`src/rtl/uart_pkg.sv`:
```
// Shared types and constants for the UART byte transmitter.
// Latency: n/a (types and constant functions only).
// Backpressure: n/a.
package uart_pkg;

  // Frame sequencer states; PAR is skipped entirely when parity is disabled.
  typedef enum logic [2:0] {
    IDLE  = 3'd0,
    START = 3'd1,
    DATA  = 3'd2,
    PAR   = 3'd3,
    STOP  = 3'd4
  } uart_state_t;

  localparam int PARITY_NONE = 0;
  localparam int PARITY_ODD  = 1;
  localparam int PARITY_EVEN = 2;

  // Clock cycles per serial bit (integer divide, truncates).
  function automatic int bit_cycles(input int clk_hz, input int bps);
    return clk_hz / bps;
  endfunction

endpackage

```
`src/rtl/uart_byte_tx_if.sv`:
```
// Byte handoff between the digit formatter and the UART transmitter.
// Latency: n/a (wires only).
// Backpressure: master holds pi_flag/pi_data until the slave pulses end_flag.
//
// Signals:
//   pi_data  - byte offered by the formatter
//   pi_flag  - byte-valid level, may stay high across frames
//   end_flag - one-cycle pulse in the final cycle of a frame
//   busy     - a frame is in flight; pi_flag/pi_data are ignored
interface uart_byte_tx_if;
  logic [7:0] pi_data;
  logic       pi_flag;
  logic       end_flag;
  logic       busy;

  modport master (
    output pi_data,
    output pi_flag,
    input  end_flag,
    input  busy
  );

  modport slave (
    input  pi_data,
    input  pi_flag,
    output end_flag,
    output busy
  );
endinterface

```
`src/rtl/uart_baud_gen.sv`:
```
// Bit-period timer: counts 0..N-1 while enabled and flags the last cycle.
// Latency: tick is combinational from the count register (same cycle).
// Backpressure: none; clr restarts the period, en freezes the count.
//
// Ports: clk, rstn, clr (restart at 0), en (count), tick (count == N-1 and en).
module uart_baud_gen #(
  parameter int N = 5208
) (
  input  logic clk,
  input  logic rstn,
  input  logic clr,
  input  logic en,
  output logic tick
);
  localparam int CW = $clog2(N);

  logic [CW-1:0] cnt;

  always_ff @(posedge clk or negedge rstn) begin
    if (!rstn) begin
      cnt <= '0;
    end else if (clr) begin
      cnt <= '0;
    end else if (en) begin
      if (cnt == CW'(N - 1)) cnt <= '0;
      else                   cnt <= cnt + CW'(1);
    end
  end

  assign tick = en && (cnt == CW'(N - 1));

endmodule

```
`src/rtl/uart_byte_tx.sv`:
```
// UART transmitter: serialises each accepted byte as start/8 data/[parity]/stop(s).
// Latency: start bit appears on tx the cycle after accept; frame lasts F*N cycles.
// Backpressure: accepts only in IDLE; inputs ignored while busy, end_flag ends the frame.
//
// Ports:
//   clk, rstn - system clock (CLK Hz) and async active-low reset
//   up        - formatter handoff (pi_data, pi_flag in; end_flag, busy out)
//   tx        - registered serial line, idle high
module uart_byte_tx
  import uart_pkg::*;
#(
  parameter int UART_BPS  = 9600,
  parameter int CLK       = 50_000_000,
  parameter int PARITY    = PARITY_NONE,
  parameter int STOP_BITS = 1
) (
  input  logic          clk,
  input  logic          rstn,
  uart_byte_tx_if.slave up,
  output logic          tx
);
  localparam int   N         = bit_cycles(CLK, UART_BPS);
  localparam logic LAST_STOP = 1'(STOP_BITS - 1);

  if (N < 16) begin : g_bad_rate
    $error("uart_byte_tx: CLK/UART_BPS must be at least 16");
  end
  if (STOP_BITS < 1 || STOP_BITS > 2) begin : g_bad_stop
    $error("uart_byte_tx: STOP_BITS must be 1 or 2");
  end
  if (PARITY < 0 || PARITY > 2) begin : g_bad_parity
    $error("uart_byte_tx: PARITY must be 0, 1 or 2");
  end

  uart_state_t state_q, state_d;
  logic        tx_q, tx_d;
  logic [7:0]  shreg_q, shreg_d;
  logic [2:0]  bit_cnt_q, bit_cnt_d;
  logic        stop_cnt_q, stop_cnt_d;
  logic        accept;
  logic        tick;
  logic        busy;
  logic        end_flag;
  logic        par_bit;

  assign busy = (state_q != IDLE);

  uart_baud_gen #(
    .N (N)
  ) u_baud (
    .clk  (clk),
    .rstn (rstn),
    .clr  (accept),
    .en   (busy),
    .tick (tick)
  );

  // The shift register rotates rather than shifts, so after the eighth data
  // bit it holds the latched byte again and parity can be taken from it.
  assign par_bit = (PARITY == PARITY_ODD) ? ~^shreg_q : ^shreg_q;

  always_ff @(posedge clk or negedge rstn) begin
    if (!rstn) begin
      state_q    <= IDLE;
      tx_q       <= 1'b1;
      shreg_q    <= '0;
      bit_cnt_q  <= '0;
      stop_cnt_q <= 1'b0;
    end else begin
      state_q    <= state_d;
      tx_q       <= tx_d;
      shreg_q    <= shreg_d;
      bit_cnt_q  <= bit_cnt_d;
      stop_cnt_q <= stop_cnt_d;
    end
  end

  // tx_d always carries the level for the *next* bit, so the registered tx
  // changes exactly on the cycle after each baud tick.
  always_comb begin
    state_d    = state_q;
    tx_d       = tx_q;
    shreg_d    = shreg_q;
    bit_cnt_d  = bit_cnt_q;
    stop_cnt_d = stop_cnt_q;
    accept     = 1'b0;
    end_flag   = 1'b0;

    case (state_q)
      IDLE: begin
        tx_d = 1'b1;
        if (up.pi_flag) begin
          accept     = 1'b1;
          shreg_d    = up.pi_data;
          bit_cnt_d  = '0;
          stop_cnt_d = 1'b0;
          tx_d       = 1'b0;
          state_d    = START;
        end
      end

      START: begin
        if (tick) begin
          tx_d    = shreg_q[0];
          shreg_d = {shreg_q[0], shreg_q[7:1]};
          state_d = DATA;
        end
      end

      DATA: begin
        if (tick) begin
          bit_cnt_d = bit_cnt_q + 3'd1;
          if (bit_cnt_q == 3'd7) begin
            if (PARITY != PARITY_NONE) begin
              tx_d    = par_bit;
              state_d = PAR;
            end else begin
              tx_d    = 1'b1;
              state_d = STOP;
            end
          end else begin
            tx_d    = shreg_q[0];
            shreg_d = {shreg_q[0], shreg_q[7:1]};
          end
        end
      end

      PAR: begin
        if (tick) begin
          tx_d       = 1'b1;
          stop_cnt_d = 1'b0;
          state_d    = STOP;
        end
      end

      STOP: begin
        if (tick) begin
          if (stop_cnt_q == LAST_STOP) begin
            end_flag = 1'b1;
            tx_d     = 1'b1;
            state_d  = IDLE;
          end else begin
            stop_cnt_d = stop_cnt_q + 1'b1;
          end
        end
      end

      default: begin
        tx_d    = 1'b1;
        state_d = IDLE;
      end
    endcase
  end

  assign tx          = tx_q;
  assign up.busy     = busy;
  assign up.end_flag = end_flag;

endmodule

```
`src/flat_wrapper.sv`:
```
// flat-port wrapper written by rule: the top's interface ports become plain ports
module uart_byte_tx_flat import uart_pkg::*;
#(
  parameter int UART_BPS  = 9600,
  parameter int CLK       = 50_000_000,
  parameter int PARITY    = PARITY_NONE,
  parameter int STOP_BITS = 1
)
  (clk, rstn, tx, up_pi_data, up_pi_flag, up_end_flag, up_busy);
  uart_byte_tx_if up_i ();
  input  logic clk;
  input  logic rstn;
  output logic tx;
  input wire logic [$bits(up_i.pi_data)-1:0] up_pi_data;
  input wire logic [$bits(up_i.pi_flag)-1:0] up_pi_flag;
  output wire logic [$bits(up_i.end_flag)-1:0] up_end_flag;
  output wire logic [$bits(up_i.busy)-1:0] up_busy;
  assign up_i.pi_data = up_pi_data;
  assign up_i.pi_flag = up_pi_flag;
  assign up_end_flag = up_i.end_flag;
  assign up_busy = up_i.busy;
  uart_byte_tx #(.UART_BPS(UART_BPS), .CLK(CLK), .PARITY(PARITY), .STOP_BITS(STOP_BITS)) u_core (.clk(clk), .rstn(rstn), .up(up_i), .tx(tx));
endmodule
```
`config.mk`:
```
export PLATFORM = sky130hd
export DESIGN_NAME = uart_byte_tx_flat
export DESIGN_NICKNAME = d
export VERILOG_FILES = /design/src/rtl/uart_pkg.sv /design/src/rtl/uart_byte_tx_if.sv /design/src/rtl/uart_baud_gen.sv /design/src/rtl/uart_byte_tx.sv /design/src/flat_wrapper.sv
export SDC_FILE = /design/constraint.sdc
export NUM_CORES = 1
export LEC_CHECK = 0
export ABC_CLOCK_PERIOD_IN_PS = 4600
export CAP_MARGIN = 10
export CORE_UTILIZATION = 55
export CTS_CLUSTER_SIZE = 10
export DETAILED_ROUTE_END_ITERATION = 8
export PLACE_DENSITY = 0.78
export RECOVER_POWER = 50
export SYNTH_ARGS = -nofsm -noshare
export SYNTH_HDL_FRONTEND = slang
export SYNTH_HIERARCHICAL = 1
export SYNTH_SLANG_ARGS = --single-unit
```
`constraint.sdc`:
```
create_clock -name clk -period 4.6 [get_ports clk]
set_input_delay 0.69 -clock clk [delete_from_list [all_inputs] [get_ports clk]]
set_output_delay 0.69 -clock clk [all_outputs]
set_load 0.01 [all_outputs]
```
==> impl_metrics.csv, run 1 <==
group,metric,value,unit
route,detail-route-antenna-nets,0,
logic_synthesis,yosys.cell_types.count,49,
power,p_leak,0.771,nW
setup_path,required,3.91,ns
timing,setup_violations,0,
timing,final_max_slew_viol_count,0,
route,drtIter0Drc,35,
floorplanning,row_count,19,
layout,drive_gt1_frac,0.150,
grt,antenna_found_initial,0,
power,total_power,376,uW
route,avgViaCountPerCell,6.10,
setup_path,crit_family,"simple AND/OR/NAND/NOR gates",
layout,antenna_cells,0,
route,vias,1165,
timing,fin_crit_sh,0.690,
cts,post_cts_hold_buffer_count,0,
hold_path,hold_start,"u_core/shreg_q[4]$_DFFE_PN0P_",
power,ir_drop,166,uV
route,drt_wl_total,3080,um
setup_path,cp_num_buf_inv,1,
route,dr.pass1.iters,4,
cts,cts_tree,"yes",
timing,hold_viol,0,
layout,layout.nets,175,
layout,final_common_cell,"dfrtp_1",
floorplanning,core,2780,sq um
logic_synthesis,yosys_warnings,6,
power,power_density,210,nW/um^2
cts,clock-root-buffer,"clkbuf_4",
placed_design,io_buffers,13,
setup_path,path_class,"reg2out",
timing,clock_skew,0.00132,ns
run,maxCapViolCount,0,
grt,grt_util_all_layers,0.218,
cts,clk_latency,0.31,ns
grt,grt_pass1_vias,1244,
timing,clock.fmax,315,MHz
floorplanning,die_y,56.5,um
floorplanning,start_util,0.587,
layout,layout_common_cells,"27 x dfrtp_1, 13 x nor2_1, 13 x nand2_1",
route,route.detailed.drc,0,
timing,tightestPinTransition,1.48,ns
logic_synthesis,syn_nets,162,
placed_design,gp_congestion,0.903,
logic_synthesis,seq_area_frac_synth,0.430,
setup_path,max_stage_delay,0.69,ns
grt,overflow,0,
layout,multiInputGateArea,883,sq um
layout,fillers,228,
outcome,outcome,"finished, final reports clean",
setup_path,startpoint,"u_core/state_q[2]$_DFFE_PN0P_",
setup_path,cp-end-kind,"output pin",
logic_synthesis,syn_area_per_cell,11.0,sq um
cts,cts_max_path_buffers,2,
cts,ctsResizeCount,0,
logic_synthesis,synth_seq_cells,28,
route,routedWlPerCell,16.1,um
floorplanning,die-area,3190,sq um
floorplanning,num_io_pins,14,
grt,grt_pass1_wl,5510,um
setup_path,start_kind,"flip-flop",
setup_path,arrival,2.48,ns
timing,relSlewSlack,0.0165,
setup_path,critical-path-slowest-cell,"dfrtp_1",
setup_path,reg2reg_from,"u_core/state_q[2]$_DFFE_PN0P_",
cts,clock_sinks,28,
placed_design,dp_hpwl,2340,um
cts,cts_buffers,3,
cts,htreeDepth,1,
layout,regArea,702,sq um
layout,area_growth,9.96,%
setup_path,worstPathCellList,"or3_1, and4_1, and3_1, clkdlybuf4s50_1",
logic_synthesis,syn_inst,148,
floorplanning,die_w,56.5,um
cts,post_cts_buffers,0,
hold_path,hold_class,"reg2reg",
timing,min_period,3.17,ns
grt,grt_max_degree,29,
setup_path,critical_path.max_fanout,13,
cts,clk_pin_slew,0.14,ns
timing,setup_tns,0,ns
logic_synthesis,synth_area,1630,sq um
timing,rsz0062_at_grt,"no",
[state kept, by name (all words and copies together), names as in the netlist]
name and count:
u_core/u_baud/cnt 13, u_core/tx 1, u_core/shreg_q 8, u_core/bit_cnt_q 3, u_core/state_q 3
[metal layers]
metal | GRT usage | up-vias | wire length [um]
met4 | 0.0697 | 0 | 26
met2 | 0.383 | 20 | 1560
met3 | 0.0323 | 4 | 118
met5 | 0 | - | 0
li1 | - | 561 | -
met1 | 0.275 | 580 | 1370
[report_power, final]
group | total [mW] | internal (mW) | switching, mW
clock | 0.102 | 0.0339 | 0.0678
sequential | 0.252 | 0.250 | 0.00210
combinational | 0.0226 | 0.0142 | 0.00838
[stage by stage]
step | utilization | hold WS [ns] | std cells | instance area (sq um) | setup slack (ns)
after floorplan | - | 0.394 | 148 | 1630 | 2.31
after global placement | 0.637 | 0.490 | 187 | 1770 | 1.89
after detailed placement | 0.637 | 0.499 | 187 | 1770 | 1.79
after CTS | 0.647 | 0.532 | 191 | 1800 | 1.42
after global routing | 0.646 | 0.545 | 191 | 1800 | 1.28
final | 0.646 | 0.527 | 191 | 1800 | 1.43
[cell type report]
| class | instances | area share |
|---|---|---|
| inverters | 3 | 0.00627 |
| multi-input cells | 111 | 0.492 |
| flip-flops and latches | 28 | 0.391 |
| well taps | 31 | 0.0216 |
| clock buffers | 4 | 0.0146 |
| repair buffers | 14 | 0.0746 |
[cells by family after synthesis]
group / Yosys count / share of synthesized area
compound gates: 23 / 0.113
flops: 28 / 0.430
simple gates: 58 / 0.210
xor+xnor: 8 / 0.0475
fa+ha+maj: 3 / 0.0230
buf+inv: 9 / 0.0291
mux: 19 / 0.148
[Yosys cell counts (all sizes together)]
cell type / instances / area share
xor2: 4 / 0.021
a41oi: 1 / 0.0054
o2111ai: 1 / 0.0054
o311ai: 1 / 0.010
a31oi: 3 / 0.011
and4bb: 1 / 0.0077
or4: 2 / 0.011
nor4b: 2 / 0.015
or3: 3 / 0.011
and3: 1 / 0.0038
nand4: 2 / 0.011
mux2i: 2 / 0.012
nand3: 5 / 0.015
nor2: 15 / 0.049
dfrtp: 27 / 0.41
nand2: 13 / 0.030
nor3: 4 / 0.012
a21oi: 5 / 0.015
clkbuf: 1 / 0.0031
inv: 3 / 0.0069
nor2b: 2 / 0.0077
and4b: 1 / 0.0061
xnor2: 4 / 0.026
ha: 3 / 0.023
nand2b: 3 / 0.011
nand3b: 1 / 0.0046
o32ai: 1 / 0.0054
dfstp: 1 / 0.016
or2: 2 / 0.0077
mux2: 17 / 0.14
a22o: 3 / 0.016
a311oi: 1 / 0.016
o21ai: 5 / 0.015
buf: 5 / 0.019
and4: 1 / 0.0054
o211a: 1 / 0.0061
o22a: 1 / 0.0061
[worst register-to-register path, stage by stage, from the launching register on]
cell and delay, ns:
dfrtp_1 0.69, or3_1 0.32, and4_1 0.42, nand3b_1 0.14, o22a_2 0.28, nor2_8 0.20
mux2_4 0.33
[final timing paths]
path	end	slack, ns	depth (start not counted)
worst max-delay path	up_end_flag	1.43	4
worst min-delay path	u_core/shreg_q[4]$_DFFE_PN0P_	0.53	1
worst max register to register	u_core/shreg_q[7]$_DFFE_PN0P_	2.12	6
worst min register to register	u_core/shreg_q[4]$_DFFE_PN0P_	0.53	1
max in group asynchronous	u_core/state_q[2]$_DFFE_PN0P_	2.51	2
min in group asynchronous	u_core/shreg_q[5]$_DFFE_PN0P_	1.24	2
(Power assumes the default switching activity.)
==> inputs of run 2 (changes only) <==
Settings changed: ABC_CLOCK_PERIOD_IN_PS 4600 to 3300.
Clock period 4.6 ns to 3.3 ns, I/O delays scaled along.
==> impl_metrics.csv, run 2 (synthesis results as in run 1) <==
group,metric,value,unit
power,total_power,526,uW
cts,clk_latency,0.32,ns
outcome,outcome,"finished, final reports clean",
layout,layout_common_cells,"27 x dfrtp_1, 13 x nor2_1, 13 x nand2_1",
cts,cts_tree,"yes",
timing,tightestPinTransition,1.48,ns
grt,grt_util_met3,0.0276,
route,vias,1141,
setup_path,start_kind,"flip-flop",
layout,layout.nets,177,
grt,antenna_found_initial,0,
run,maxCapViolCount,0,
timing,rsz0062_at_grt,"no",
floorplanning,die-area,3190,sq um
grt,grt_pass1_wl,5020,um
layout,antenna_cells,0,
placed_design,gp_congestion,0.887,
placed_design,dp_slack,0.749,ns
setup_path,cp-end-kind,"output pin",
cts,clock-root-buffer,"clkbuf_4",
grt,grt_pass1_vias,1096,
route,routedWlPerCell,14.6,um
cts,clock_sinks,28,
grt,grt_max_degree,29,
timing,hold_viol,0,
layout,area_growth,10.9,%
setup_path,critical_path.max_fanout,11,
setup_path,reg2reg_from,"u_core/u_baud/cnt[0]$_DFFE_PN0P_",
timing,clock_skew,0.00538,ns
setup_path,rrSetupSlack,0.85,ns
route,dr.pass1.iters,4,
setup_path,critical-path-slowest-cell,"clkdlybuf4s50_1",
floorplanning,die_w,56.5,um
setup_path,max_stage_delay,0.53,ns
power,ir_drop,252,uV
timing,min_period,2.93,ns
route,drt_wl_total,2820,um
placed_design,dp_hpwl,2020,um
power,p_leak,0.782,nW
hold_path,hold_class,"reg2reg",
floorplanning,die_y,56.5,um
cts,post_cts_buffers,0,
layout,top_register,"u_core/u_baud/cnt",
grt,overflow,0,
route,detail-route-antenna-nets,0,
timing,relSlewSlack,0.0100,
floorplanning,num_io_pins,14,
layout,drive_gt1_frac,0.160,
placed_design,io_buffers,13,
setup_path,worstPathCellList,"ha_1, and4b_1, and4_1, and3_1, clkdlybuf4s50_1",
setup_path,r2r.worst_path.cells,7,
grt,use_met2,0.319,
route,route.detailed.drc,0,
timing,postLayoutSetupSlackWorst,0.372,ns
cts,ctsResizeCount,0,
timing,final_max_slew_viol_count,0,
layout,final_common_cell,"dfrtp_1",
layout,largest_reg_flops,13,
setup_path,r2r_end,"u_core/shreg_q[4]$_DFFE_PN0P_",
cts,cts_buffers,3,
grt,use_met1,0.285,
grt,grt.busiest_layer,"met2",
power,power_density,290,nW/um^2
route,avgViaCountPerCell,5.91,
timing,setup_violations,0,
setup_path,crit_end,"up_end_flag",
layout,final_util,0.651,
setup_path,path_class,"reg2out",
setup_path,startpoint,"u_core/u_baud/cnt[0]$_DFFE_PN0P_",
floorplanning,core,2780,sq um
setup_path,arrival,2.43,ns
floorplanning,row_count,19,
cts,cts_max_path_buffers,2,
floorplanning,start_util,0.587,
cts,htreeDepth,1,
layout,top_regs,"u_core/u_baud/cnt x13, u_core/shreg_q x8",
timing,clock.fmax,342,MHz
setup_path,required,2.80,ns
cts,clk_pin_slew,0.14,ns
grt,grt_util_all_layers,0.201,
route,drtIter0Drc,46,
timing,setup_tns,0,ns
cts,post_cts_hold_buffer_count,0,
timing,fin_crit_sh,0.887,
run 2: how the worst min path moves through the flow:
stage | start | endpoint | slack, ns | depth (start not counted)
4_1_cts | u_core/shreg_q[2]$_DFFE_PN0P_ | u_core/shreg_q[2]$_DFFE_PN0P_ | 0.53 | 1
3_3_place_gp | u_core/shreg_q[4]$_DFFE_PN0P_ | u_core/shreg_q[4]$_DFFE_PN0P_ | 0.49 | 1
6_report | u_core/shreg_q[4]$_DFFE_PN0P_ | u_core/shreg_q[4]$_DFFE_PN0P_ | 0.53 | 1
2_1_floorplan | rstn | u_core/bit_cnt_q[0]$_DFFE_PN0P_ | 0.20 | 0
3_5_place_dp | u_core/shreg_q[2]$_DFFE_PN0P_ | u_core/shreg_q[2]$_DFFE_PN0P_ | 0.49 | 1
5_1_grt | u_core/shreg_q[1]$_DFFE_PN0P_ | u_core/shreg_q[1]$_DFFE_PN0P_ | 0.55 | 1
run 2: worst max-delay path, delay by kind of cell, from the launching register on:
family        cells  cell delay, ns
buf+inv           1            0.53
simple gates      3            0.91
fa+ha+maj         1            0.25
flops             1            0.44
run 2: per-layer routing:
layer  up-vias  part of all wire
met5         -                 0
met4         0             0.012
met3         4             0.041
met2        23              0.47
met1       548              0.47
li1        566                 -
run 2: report_power, final:
group / internal (mW) / total [mW] / switching (mW)
clock: 0.0473 / 0.144 / 0.0964
combinational: 0.0198 / 0.0311 / 0.0113
sequential: 0.348 / 0.351 / 0.00277
run 2: final cells by class:
| type | count | area, sq um |
|---|---|---|
| Inverter | 3 | 11.3 |
| Multi-Input combinational cell | 111 | 883 |
| Fill cell | 224 | 971 |
| Sequential cell | 28 | 702 |
| Timing Repair Buffer | 16 | 149 |
| Clock buffer | 4 | 26.3 |
| Tap cell | 31 | 38.8 |
run 2: per-stage QoR:
| step | cell area (sq um) | hold WS (ns) | std cells |
|---|---|---|---|
| after global placement | 1790 | 0.489 | 189 |
| final | 1810 | 0.529 | 193 |
| after global routing | 1810 | 0.551 | 193 |
| after floorplan | 1630 | 0.199 | 148 |
| after CTS | 1810 | 0.528 | 193 |
| after detailed placement | 1790 | 0.490 | 189 |
==> inputs of run 3 (changes only) <==
Settings changed: CORE_UTILIZATION 55 to 57, PLACE_DENSITY 0.78 to 0.81.
==> impl_metrics.csv, run 3 (synthesis results as in run 1) <==
group,metric,value,unit
timing,rsz0062_at_grt,"no",
timing,min_period,3.00,ns
layout,layout.nets,175,
route,detail-route-antenna-nets,0,
setup_path,startpoint,"u_core/state_q[2]$_DFFE_PN0P_",
timing,final_max_slew_viol_count,0,
route,routedWlPerCell,15.8,um
cts,ctsResizeCount,0,
cts,htreeDepth,1,
grt,grt_pass1_vias,1201,
layout,drive_gt1_frac,0.156,
grt,grt_util_all_layers,0.225,
grt,antenna_found_initial,0,
placed_design,dp_cells,187,
layout,layout_common_cells,"27 x dfrtp_1, 13 x nor2_1, 13 x nand2_1",
cts,post_cts_buffers,0,
floorplanning,num_io_pins,14,
hold_path,hold_start,"u_core/shreg_q[1]$_DFFE_PN0P_",
cts,cts_tree,"yes",
power,p_leak,0.777,nW
route,drtIter0Drc,42,
floorplanning,start_util,0.597,
timing,hold_viol,0,
setup_path,arrival,2.51,ns
layout,area_growth,10.6,%
hold_path,hold_class,"reg2reg",
cts,clock_sinks,28,
layout,fin_cells,191,
cts,cts_buffers,3,
cts,clk_latency,0.33,ns
layout,top_register,"u_core/u_baud/cnt",
outcome,outcome,"finished, final reports clean",
cts,post_cts_hold_buffer_count,0,
setup_path,path_class,"reg2out",
timing,fin_crit_sh,0.909,
setup_path,critical-path-slowest-cell,"dfrtp_1",
route,dr.pass1.iters,4,
power,ir_drop,213,uV
cts,clk_pin_slew,0.14,ns
power,total_power,546,uW
timing,setup_violations,0,
floorplanning,die-area,3080,sq um
grt,grt_pass1_wl,5420,um
setup_path,start_kind,"flip-flop",
timing,relSlewSlack,0.0352,
route,avgViaCountPerCell,6.10,
route,route.detailed.drc,0,
setup_path,rrSetupSlack,0.76,ns
setup_path,required,2.80,ns
placed_design,dp_hpwl,2130,um
timing,setup_tns,0,ns
placed_design,dp_slack,0.705,ns
timing,tightestPinTransition,1.45,ns
route,vias,1165,
layout,largest_reg_flops,13,
setup_path,reg2reg_from,"u_core/state_q[2]$_DFFE_PN0P_",
timing,clock_skew,0.00279,ns
power,power_density,303,nW/um^2
layout,final_common_cell,"dfrtp_1",
setup_path,critical_path.max_fanout,13,
timing,postLayoutSetupSlackWorst,0.299,ns
layout,top_regs,"u_core/u_baud/cnt x13, u_core/shreg_q x8",
cts,cts_max_path_buffers,2,
run,maxCapViolCount,0,
timing,clock.fmax,333,MHz
floorplanning,row_count,19,
setup_path,worstPathCellList,"or3_1, and4_1, and3_1, clkdlybuf4s50_1",
floorplanning,core,2730,sq um
floorplanning,die_w,55.5,um
placed_design,gp_congestion,0.836,
timing,whs,0.524,ns
route,drt_wl_total,3020,um
floorplanning,die_y,55.5,um
setup_path,max_stage_delay,0.71,ns
layout,antenna_cells,0,
cts,clock-root-buffer,"clkbuf_4",
grt,grt_max_degree,29,
placed_design,io_buffers,13,
grt,overflow,0,
setup_path,cp-end-kind,"output pin",
-- run 3: cell types whose count changed in the layout (fill, tap and decap cells not counted), sizes merged --
cell  before  now
buf        2    0
-- run 3: worst max-delay path, delay by kind of cell (launching register included) --
kind                   cells  cell delay, ns
buffers and inverters      1            0.53
DFF                        1            0.71
and+or+nand+nor            3            0.94
-- run 3: path summary, 6_finish.rpt --
kind,to,cells after the start
min,u_core/shreg_q[1]$_DFFE_PN0P_,1
max in group asynchronous,u_core/u_baud/cnt[7]$_DFFE_PN0P_,2
min reg2reg,u_core/shreg_q[1]$_DFFE_PN0P_,1
max reg2reg,u_core/shreg_q[4]$_DFFE_PN0P_,6
min in group asynchronous,u_core/shreg_q[4]$_DFFE_PN0P_,2
max,up_end_flag,4
-- run 3: layer usage --
metal,GRT usage,part of all wire,wire (um)
met5,0,0,0
met3,0.0304,0.035,107
met4,0.107,0.027,83
met2,0.368,0.48,1460
met1,0.295,0.45,1370
-- run 3: layout make-up --
cell class	instances	area, sq um
flip-flops and latches	28	702
well taps	31	38.8
clock buffers	4	36.3
inverters	3	11.3
multi-input cells	111	883
repair buffers	14	134
fillers	225	928
-- run 3: power breakdown --
part           internal, mW  switching (mW)
Clock                0.0676          0.0964
Sequential            0.348         0.00310
Combinational        0.0198          0.0113
-- run 3: per-stage QoR --
stage          area (sq um)   util
2_1_floorplan          1630      -
3_3_place_gp           1770  0.649
3_5_place_dp           1770  0.649
4_1_cts                1810  0.662
5_1_grt                1810  0.660
6_report               1810  0.660
